===== src/rtl/inst_fetch.sv =====
// Instruction fetch unit: issues one word-aligned read per fetch_start, captures the
// returned word into inst, pulses irwrite and advances pc; faults on misalignment or timeout.
module inst_fetch #(
  parameter logic [31:0] RESET_PC = 32'h0000_0000,
  parameter int unsigned TIMEOUT  = 16
) (
  input  logic        clk,
  input  logic        rst_n,
  input  logic        fetch_start,
  input  logic        pc_load,
  input  logic [31:0] pc_next,
  output logic        mem_req,
  output logic [31:0] mem_addr,
  input  logic        mem_ack,
  input  logic [31:0] mem_rdata,
  output logic [31:0] inst,
  output logic        irwrite,
  output logic [31:0] pc,
  output logic [31:0] pc_plus4,
  output logic        busy,
  output logic        fetch_err
);

  localparam int unsigned CNT_W = $clog2(TIMEOUT + 1);
  localparam logic [CNT_W-1:0] CNT_LAST = CNT_W'(TIMEOUT - 1);

  localparam logic [1:0] IDLE = 2'd0;
  localparam logic [1:0] REQ  = 2'd1;
  localparam logic [1:0] LOAD = 2'd2;
  localparam logic [1:0] ERR  = 2'd3;

  logic [1:0]       state_q, state_d;
  logic [31:0]      pc_q, pc_d;
  logic [31:0]      inst_q, inst_d;
  logic [CNT_W-1:0] cnt_q, cnt_d;
  logic             mem_req_q, mem_req_d;
  logic             irwrite_q, irwrite_d;
  logic             busy_q, busy_d;
  logic             fetch_err_q, fetch_err_d;
  logic [31:0]      fetch_addr;

  assign pc_plus4 = pc_q + 32'd4;

  // Next-state, pc, instruction and timeout-counter logic
  always_comb begin
    state_d    = state_q;
    pc_d       = pc_q;
    inst_d     = inst_q;
    cnt_d      = cnt_q;
    fetch_addr = pc_load ? pc_next : pc_q;
    case (state_q)
      IDLE: begin
        if (fetch_start) begin
          pc_d    = fetch_addr;
          cnt_d   = '0;
          state_d = (fetch_addr[1:0] == 2'b00) ? REQ : ERR;
        end else if (pc_load) begin
          pc_d = pc_next;
        end
      end
      REQ: begin
        if (mem_ack) begin
          inst_d  = mem_rdata;
          state_d = LOAD;
        end else begin
          cnt_d = cnt_q + CNT_W'(1);
          if (cnt_q == CNT_LAST) state_d = ERR;
        end
      end
      LOAD: begin
        pc_d    = pc_plus4;
        state_d = IDLE;
      end
      ERR: begin
        if (pc_load && (pc_next[1:0] == 2'b00)) begin
          pc_d    = pc_next;
          state_d = IDLE;
        end
      end
      default: state_d = IDLE;
    endcase
    // Outputs are registered from the next state so they line up with state_q
    mem_req_d   = (state_d == REQ);
    irwrite_d   = (state_d == LOAD);
    busy_d      = (state_d != IDLE);
    fetch_err_d = (state_d == ERR);
  end

  always_ff @(posedge clk or negedge rst_n) begin
    if (!rst_n) begin
      state_q     <= IDLE;
      pc_q        <= RESET_PC;
      inst_q      <= '0;
      cnt_q       <= '0;
      mem_req_q   <= 1'b0;
      irwrite_q   <= 1'b0;
      busy_q      <= 1'b0;
      fetch_err_q <= 1'b0;
    end else begin
      state_q     <= state_d;
      pc_q        <= pc_d;
      inst_q      <= inst_d;
      cnt_q       <= cnt_d;
      mem_req_q   <= mem_req_d;
      irwrite_q   <= irwrite_d;
      busy_q      <= busy_d;
      fetch_err_q <= fetch_err_d;
    end
  end

  assign mem_req   = mem_req_q;
  assign mem_addr  = pc_q;
  assign inst      = inst_q;
  assign irwrite   = irwrite_q;
  assign pc        = pc_q;
  assign busy      = busy_q;
  assign fetch_err = fetch_err_q;

endmodule

===== config.mk =====
export PLATFORM = sky130hd
export DESIGN_NAME = inst_fetch
export DESIGN_NICKNAME = d
export VERILOG_FILES = /design/src/rtl/inst_fetch.sv
export SDC_FILE = /design/constraint.sdc
export NUM_CORES = 1
export LEC_CHECK = 0
export ABC_AREA = 1
export BUFFER_PORTS_ARGS = -buffer_cell sky130_fd_sc_hd__buf_4
export CAP_MARGIN = 20
export CORE_ASPECT_RATIO = 0.5
export CORE_UTILIZATION = 53
export CTS_BUF_LIST = sky130_fd_sc_hd__clkbuf_4 sky130_fd_sc_hd__clkbuf_8
export CTS_CLUSTER_SIZE = 16
export DETAILED_ROUTE_END_ITERATION = 6
export GPL_TIMING_DRIVEN = 0
export PLACE_DENSITY = 0.89
export SKIP_CTS_REPAIR_TIMING = 1
export SYNTH_ARGS = -nofsm -noshare
export SYNTH_HDL_FRONTEND = slang
export SYNTH_SLANG_ARGS = --single-unit

===== constraint.sdc =====
create_clock -name clk -period 4.06 [get_ports clk]
set_clock_uncertainty 0.05 [all_clocks]
set_input_delay 0 -clock clk [delete_from_list [all_inputs] [get_ports clk]]
set_output_delay 0 -clock clk [all_outputs]
set_load 0.01 [all_outputs]

==> results of run 1 <==
-- power by group through the flow --
stage / logic [mW] / registers (mW) / clock network, mW
after floorplan: 1.59 / 1.57 / 0
final: 3.28 / 1.53 / 0.597
after global placement: 3.01 / 1.50 / 0
after CTS: 3.11 / 1.51 / 0.600
after global routing: 3.55 / 1.57 / 0.634
after detailed placement: 3.10 / 1.51 / 0
-- through the flow --
step	cells	utilization	power, mW
3_3_place_gp	900	0.7569	4.511
5_1_grt	981	0.8620	5.757
2_1_floorplan	588	-	3.166
4_1_cts	916	0.7815	5.221
3_5_place_dp	900	0.7569	4.611
6_report	981	0.8620	5.406
-- layout make-up --
type	count	area, µm²	share of cell area
inverter	53	198.9	0.02854
buffer	50	334.1	0.04793
clock inverter	7	75.07	0.01077
multi-input combinational	410	2069	0.2969
clock buffer	9	123.9	0.01777
timing repair buffer	265	2152	0.3087
tap	112	140.1	0.02010
sequential	75	1877	0.2693
-- worst paths after layout --
| path | from | endpoint | slack, ns |
|---|---|---|---|
| hold reg to reg | inst[28]$_DFFE_PN0P_ | inst[28]$_DFFE_PN0P_ | 0.43 |
| setup / recovery | mem_addr[3]$_DFFE_PN0P_ | pc_plus4[30] | 1.89 |
| setup reg to reg | cnt_q[0]$_DFFE_PN0P_ | state_q[1]$_DFF_PN0_ | 2.06 |
| hold / removal | pc_next[30] | mem_addr[30]$_DFFE_PN0P_ | -0.02 |
| max in group asynchronous | rst_n | mem_addr[6]$_DFFE_PN0P_ | 3.04 |
| min in group asynchronous | rst_n | state_q[1]$_DFF_PN0_ | 0.29 |
-- state kept, by name, summed over array words and instances, names as in the netlist --
name / flops
busy: 1
cnt_q: 5
fetch_err: 1
inst: 32
irwrite: 1
mem_addr: 32
mem_req: 1
state_q: 2
-- worst max-delay path, delay by kind of cell, from the launching register on --
kind / cells / cell delay [ns]
buf+inv: 2 / 0.29
simple gates: 5 / 0.76
fa+ha+maj: 1 / 0.24
flops: 1 / 0.47
-- layout by cell type, fill, tap and decap left out, drive strengths merged, types with 14 or more instances in the layout --
| master | count |
|---|---|
| buf | 247 |
| nor2 | 49 |
| xor2 | 14 |
| dfrtp | 75 |
| nand3 | 23 |
| a21oi | 32 |
| dlygate4sd3 | 65 |
| a21boi | 18 |
| inv | 55 |
| nand2 | 229 |
-- per-layer routing --
metal	share of wire	GRT usage	vias up
li1	-	-	2348
met1	0.38	0.3434	2382
met2	0.50	0.5099	287
met3	0.083	0.08676	54
met4	0.030	0.1250	0
met5	0	0	-
-- cell families after synthesis --
| logic type | Yosys count | share of synthesized area |
|---|---|---|
| XOR/XNOR | 15 | 0.04274 |
| AO/OA/AOI/OAI | 74 | 0.1003 |
| buffers and inverters | 103 | 0.1190 |
| AND/OR/NAND/NOR | 318 | 0.3106 |
| adder cells (fa/ha/maj) | 3 | 0.008381 |
| flip-flops | 75 | 0.4190 |
==> out/metrics.csv, run 1 <==
metric,value,unit
cp.required,4.01,ns
io_pins,201,
rows,23,
maxClockFrequency,0.4613,GHz
antenna_found_initial,0,
cts_max_level,3,
ys_ff_latch,75,
drtIter0Drc,289,
drtPass1Iterations,5,
vias,5071,
synth_fp_nets,660,
fin_area,6970,µm²
synth_warnings,0,
worst_hold_path_type,input port to flip-flop,
dp_hpwl,9.403,mm
dominantRegCellSynth,dfrtp_1,
seq_power_share,0.283,
path_max_fanout,6,
p_per_area,775.6,nW/µm²
status,finished with violations,
rsz0062_at_grt,no,
synthDistinctLibCells,32,
synth-edff-count,0,
cts_buffers,9,
initial_core_util,0.5539,
switching_share,0.4529,
max_slew_margin,0.3462,
wire_per_inst,15.53,µm
grt_overflow_total,0,
crit_path_end_kind,output pin,
period_needed,2.168,ns
grt_pass1_wl,20.10,mm
grt_pass1_vias,4349,
hold_slack,-0.02162,ns
path_class,flip-flop to output pin,
fill_cells,436,
cts_buffer_depth,2,
ys_seq_area_frac,0.4190,
r2r_cells,7,
syn-instance-count,588,
area_delta_synth_final,55.61,%
maxSlewViolCount,0,
dieArea,8845,µm²
clk_latency,0.36,ns
drive_above_1_share,0.3487,
portBuffers,200,
cts_tree,done,
p_leak,3.704,nW
synth_most_common_cell,nand2_1,
crit_path_frequent_cell,nor2_4,
power.switching,2.449,mW
hold_viol,1,
netlist_area,4479,µm²
crit_path_max_incr_delay,0.47,ns
synth_area_leader_cell,dfrtp_1,
grt_max_degree,76,
arrival,2.12,ns
worst_pin_slew,0.9807,ns
internal_power,2.958,mW
synth_common_cells,"nand2_1, dfrtp_1, inv_1",
avgSynthCellArea,7.618,µm²
start_kind,flip-flop,
maxCapViolCount,0,
pre_cts_ws,2.331,ns
whs_path_depth,3,
combinationalPowerShare,0.607,
antenna_cells,0,
cts.sinks,75,
finalCritPeriodShare,0.5339,
setup_ws,1.892,ns
synth_top_area_share,0.4190,
tns,0,ns
wirelength,15.23,mm
path_cells,ha_1 -> nand2_2 -> nor2_4 -> inv_1 -> nor2_4 -> nand3_1 -> and2_1 -> buf_4,
die_w,132.0,µm
avgViaCountPerCell,5.169,
violations,hold timing,
max-vdd-ir-drop,0.4083,mV
setup_viol,0,
grt_usage,0.2928,
routabilityCongestion,0.9493,
ys_top_cells_by_area,"dfrtp_1, nand2_1, buf_4",
crit_path_top_delay_cell,dfrtp_1,
placed_area,6121,µm²
antenna_left,0,
drc,0,
path_clk_slew,0.08,ns
clkPwrFrac,0.110,
core,8087,µm²
clk_root_buffer_cell,clkbuf_8,
synth-async-reset-ratio,1.000,
die_y,67.01,µm
fin_nets,936,
(Power assumes the default switching activity.)
==> run 2: changes to the inputs <==
CORE_UTILIZATION = 49   (was 53)
PLACE_DENSITY = 0.83   (was 0.89)
clock period = 2 ns   (was 4.06 ns; I/O delays follow)
==> run 2 against run 1 <==
- the run still ends with hold timing left
- cell area up 1.5%
- first-iteration DRC count up 12%
- core utilization down 5.8 points
- non-clock buffer count up 9
- count of clock-buffer cells in the layout up 1
- critical path type unchanged
- via count about the same
- sequential share of layout area down 0.19 points
- wire length about the same
- combinational power up 110%
- power up 110%
- die area up 8.0%
- sequential power up 100%
==> out/metrics.csv, run 2 (synthesis gave the netlist of run 1 again) <==
metric,value,unit,change
area_delta_synth_final,57.99,%,was 55.61%
ff2ff_setup_slack,0.12,ns,was 2.06 ns
portBuffers,200,,unchanged
rows,24,,was 23
r2r_start,state_q[1]$_DFF_PN0_,,was cnt_q[0]$_DFFE_PN0P_
p_leak,3.730,nW,was 3.704 nW
die_y,69.61,µm,was 67.01 µm
core,8798,µm²,was 8087 µm²
path_max_fanout,5,,was 6
avgViaCountPerCell,5.095,,was 5.169
cts_max_level,3,,unchanged
reg2reg_to,mem_addr[6]$_DFFE_PN0P_,,was state_q[1]$_DFF_PN0_
drc,0,,unchanged
max_slew_margin,0.3433,,was 0.3462
hold_viol,1,,unchanged
antenna_found_initial,0,,unchanged
status,finished with violations,,unchanged
finalCritPeriodShare,0.9865,,
start_kind,flip-flop,,unchanged
initial_core_util,0.5091,,was 0.5539
grt_usage,0.2753,,was 0.2928
cts_buffer_depth,2,,unchanged
crit_start,mem_addr[3]$_DFFE_PN0P_,,unchanged
setup_viol,0,,unchanged
die_w,137.2,µm,was 132.0 µm
path_class,flip-flop to output pin,,unchanged
maxClockFrequency,0.5069,GHz,
endpoint,pc_plus4[28],,was pc_plus4[30]
path_clk_slew,0.08,ns,about the same
cts.sinks,75,,unchanged
internal_power,6.129,mW,was 2.958 mW
cp.required,1.95,ns,was 4.01 ns
cts_tree,done,,unchanged
dp_hpwl,9.563,mm,was 9.403 mm
hold_slack,-0.03249,ns,was -0.02162 ns
seq_area,1892,µm²,was 1877 µm²
violations,hold timing,,unchanged
grt_pass1_vias,4395,,was 4349
placed_area,6127,µm²,was 6121 µm²
io_pins,201,,unchanged
combinationalPowerShare,0.612,,was 0.607
clk_root_buffer_cell,clkbuf_8,,unchanged
dieArea,9551,µm²,was 8845 µm²
grt_max_degree,76,,unchanged
clk_latency,0.36,ns,about the same
layout_commonest_cell,buf_4,,unchanged
crit_path_end_kind,output pin,,unchanged
cts_buffers,9,,unchanged
worst_pin_slew,0.9851,ns,was 0.9807 ns
wire_per_inst,15.29,µm,was 15.53 µm
switching_share,0.4487,,was 0.4529
clkPwrFrac,0.112,,was 0.110
period_needed,1.973,ns,
drive_above_1_share,0.3724,,was 0.3487
maxSlewViolCount,0,,unchanged
rsz0062_at_grt,yes,,was no
arrival,1.92,ns,was 2.12 ns
wirelength,15.23,mm,about the same
multi_input_area,2079,µm²,was 2069 µm²
pre_cts_ws,0.2627,ns,was 2.331 ns
setup_ws,0.02707,ns,was 1.892 ns
grt_overflow_total,0,,unchanged
fin_nets,945,,was 936
max-vdd-ir-drop,0.8674,mV,was 0.4083 mV
fin_area,7077,µm²,was 6970 µm²
power,11.12,mW,was 5.406 mW
layout_common_cells,"buf_4, nand2_1, dlygate4sd3_1",,"was buf_4, nand2_1, dfrtp_1"
p_per_area,1571,nW/µm²,was 775.6 nW/µm²
grt_pass1_wl,20.33,mm,was 20.10 mm
power.switching,4.988,mW,was 2.449 mW
worst_hold_path_type,input port to flip-flop,,unchanged
maxCapViolCount,0,,unchanged
r2r_cells,7,,unchanged
antenna_left,0,,unchanged
fill_cells,565,,was 436
routabilityCongestion,0.9235,,was 0.9493
drtIter0Drc,323,,was 289
seq_power_share,0.276,,was 0.283
vias,5075,,was 5071
drtPass1Iterations,5,,unchanged
## run 2: cell types whose count changed in the layout (fill, tap and decap cells not counted), moves of 2 or more
| cell | before | now |
|---|---|---|
| dfrtp_1 | 75 | 63 |
| dfrtp_2 | 0 | 12 |
| buf_4 | 235 | 244 |
| clkinv_2 | 2 | 0 |
## run 2: routing by layer
layer	vias up	routed length (µm)	global-route usage
li1	2368	-	-
met4	0	420	0.09035
met1	2416	5814	0.3173
met5	-	0	0
met2	246	7678	0.4865
met3	45	1312	0.08260
## run 2: area by class of cell
class                           instances  area share
Clock inverter                          6     0.01025
Timing Repair Buffer                  274      0.3136
Clock buffer                           10     0.01856
Inverter                               53     0.02811
Multi-Input combinational cell        410      0.2938
Antenna cell                            1   0.0003536
Tap cell                              117     0.02069
Buffer                                 50     0.04721
Sequential cell                        75      0.2673
## run 2: worst min-delay path by stage
stage | from | to | slack [ns] | cells after the start
CTS | rst_n | inst[21]$_DFFE_PN0P_ | -0.24 | 1
floorplan | rst_n | busy$_DFF_PN0_ | -0.35 | 0
global route | pc_next[1] | state_q[1]$_DFF_PN0_ | 0.008 | 3
detailed placement | mem_rdata[16] | inst[16]$_DFFE_PN0P_ | 0.15 | 3
finish | pc_next[1] | state_q[1]$_DFF_PN0_ | -0.03 | 3
global placement | mem_rdata[23] | inst[23]$_DFFE_PN0P_ | 0.15 | 3
## run 2: critical path, stage by stage, from the launching register on
cell and delay [ns]:
dfrtp_2 0.38, ha_2 0.19, nand2_2 0.07, nor2_4 0.17
nand2_4 0.10, nor2_4 0.21, nand3_1 0.12, and2_1 0.17
buf_4 0.14
## run 2: power by group through the flow
stage	registers, mW	logic, mW	clock network, mW
after floorplan	3.19	3.23	0
after global placement	3.04	6.15	0
after detailed placement	3.07	6.32	0
after CTS	3.05	6.34	1.26
after global routing	3.15	7.37	1.33
final	3.07	6.80	1.25
## run 2: through the flow
stage	util	hold slack, ns	setup TNS, ns	std cells
2_1_floorplan	-	-0.3456	0	588
3_3_place_gp	0.6964	0.1509	0	905
3_5_place_dp	0.6964	0.1543	0	905
4_1_cts	0.7196	-0.2358	-0.3100	921
5_1_grt	0.8040	0.008419	-0.2640	995
6_report	0.8043	-0.03249	0	996
==> run 3: changes to the inputs <==
GPL_TIMING_DRIVEN = default   (was 0)
SLEW_MARGIN = 5   (was default)
==> run 3 against run 2 <==
- the flow still finishes with violations (hold timing)
- critical path depth is 2 lower
- largest cell class unchanged
- fmax is 0.76% lower
- core utilization is 3.2 points lower
==> out/metrics.csv, run 3 (synthesis gave the netlist of run 1 again) <==
metric,value,unit,change
status,finished with violations,,unchanged
violations,hold timing,,unchanged
worst_hold_path_type,input port to flip-flop,,unchanged
area_delta_synth_final,51.79,%,was 57.99%
start_kind,flip-flop,,unchanged
layout_common_cells,"nand2_1, buf_4, dfrtp_1, dlygate4sd3_1, inv_1",,"was buf_4, nand2_1, dlygate4sd3_1"
drc,0,,unchanged
path_clk_slew,0.08,ns,about the same
finalCritPeriodShare,0.9940,,was 0.9865
p_leak,3.539,nW,was 3.730 nW
crit_path_end_kind,output pin,,unchanged
wirelength,14.14,mm,was 15.23 mm
worst_pin_slew,0.5414,ns,was 0.9851 ns
fill_cells,598,,was 565
period_needed,1.988,ns,was 1.973 ns
path_max_fanout,6,,was 5
hold_slack,-0.03114,ns,was -0.03249 ns
grt_usage,0.2606,,was 0.2753
dp_hpwl,8.871,mm,was 9.563 mm
r2r_cells,7,,unchanged
multi_input_area,2092,µm²,was 2079 µm²
maxSlewViolCount,0,,unchanged
max-vdd-ir-drop,0.8196,mV,was 0.8674 mV
io_pins,201,,unchanged
drtIter0Drc,277,,was 323
cts.sinks,75,,unchanged
setup_ws,0.01203,ns,was 0.02707 ns
rsz0062_at_grt,yes,,unchanged
grt_overflow_total,0,,unchanged
maxClockFrequency,0.5030,GHz,was 0.5069 GHz
maxCapViolCount,0,,unchanged
core,8798,µm²,unchanged
grt_pass1_wl,19.28,mm,was 20.33 mm
fin_area,6799,µm²,was 7077 µm²
rows,24,,unchanged
placed_area,5843,µm²,was 6127 µm²
fin_nets,900,,was 945
clk_root_buffer_cell,clkbuf_8,,unchanged
die_y,69.61,µm,unchanged
cts_buffers,9,,unchanged
initial_core_util,0.5091,,unchanged
antenna_left,0,,unchanged
wire_per_inst,14.88,µm,was 15.29 µm
routabilityCongestion,0.8734,,was 0.9235
cts_max_level,3,,unchanged
dieArea,9551,µm²,unchanged
fin_cells,950,,was 996
setup_viol,0,,unchanged
p_per_area,1533,nW/µm²,was 1571 nW/µm²
cts_buffer_depth,2,,unchanged
cp.required,1.95,ns,about the same
grt_pass1_vias,4058,,was 4395
antenna_cells,0,,was 1
vias,4800,,was 5075
max_slew_margin,0.6386,,was 0.3433
seq_area,1891,µm²,was 1892 µm²
antenna_found_initial,0,,unchanged
die_w,137.2,µm,unchanged
dp_cells,860,,was 905
avgViaCountPerCell,5.053,,was 5.095
power,10.42,mW,was 11.12 mW
path_class,flip-flop to output pin,,unchanged
hold_viol,2,,was 1
cts_tree,done,,unchanged
drtPass1Iterations,5,,unchanged
portBuffers,200,,unchanged
layout_commonest_cell,nand2_1,,was buf_4
drive_above_1_share,0.3433,,was 0.3724
whs_path_depth,3,,unchanged
pre_cts_ws,0.2853,ns,was 0.2627 ns
arrival,1.94,ns,was 1.92 ns
grt_max_degree,40,,was 76
clk_latency,0.37,ns,was 0.36 ns
==> run 3: final timing paths <==
path / startpoint / to / slack, ns
worst max-delay path: mem_addr[16]$_DFFE_PN0P_ / pc_plus4[18] / 0.01
worst min register to register: cnt_q[3]$_DFFE_PN0P_ / cnt_q[3]$_DFFE_PN0P_ / 0.42
min in group asynchronous: rst_n / inst[15]$_DFFE_PN0P_ / 0.08
max in group asynchronous: rst_n / mem_addr[19]$_DFFE_PN0P_ / 1.20
worst max register to register: mem_addr[16]$_DFFE_PN0P_ / mem_addr[18]$_DFFE_PN0P_ / 0.23
worst min-delay path: pc_next[2] / mem_addr[2]$_DFFE_PN0P_ / -0.03
==> run 3: metal layers <==
layer | track usage | vias to the layer above | routed length [µm]
met2 | 0.4506 | 263 | 7142
met4 | 0.07448 | 0 | 328
met5 | 0 | - | 0
met1 | 0.3111 | 2217 | 5498
met3 | 0.08041 | 45 | 1166
li1 | - | 2275 | -
==> run 3: power breakdown <==
| part | internal [mW] | switching, mW | total, mW | leakage [nW] |
|---|---|---|---|---|
| Clock | 0.604 | 0.634 | 1.24 | 0.101 |
| Sequential | 2.25 | 0.858 | 3.11 | 0.905 |
| Combinational | 2.82 | 3.26 | 6.08 | 2.53 |
| Total | 5.67 | 4.75 | 10.4 | 3.54 |
==> run 3: through the flow <==
step           utilization  TNS, ns
6_report            0.7728        0
5_1_grt             0.7728  -0.1259
4_1_cts             0.6873  -0.1613
3_5_place_dp        0.6641        0
3_3_place_gp        0.6641        0
2_1_floorplan            -        0
==> run 3: area by class of cell <==
type | count | area share
inverter | 53 | 0.02926
sequential | 75 | 0.2781
multi-input combinational | 410 | 0.3077
clock buffer | 10 | 0.01932
clock inverter | 6 | 0.01067
timing repair buffer | 279 | 0.3335
tap | 117 | 0.02153
==> run 3: critical path, cell delays in order, from the launching register on <==
cell and delay [ns]:
dfrtp_1 0.51, nand2_1 0.16, nor2_1 0.22, nand2_1 0.13, nor2_4 0.19, xor2_2 0.22
buf_4 0.16
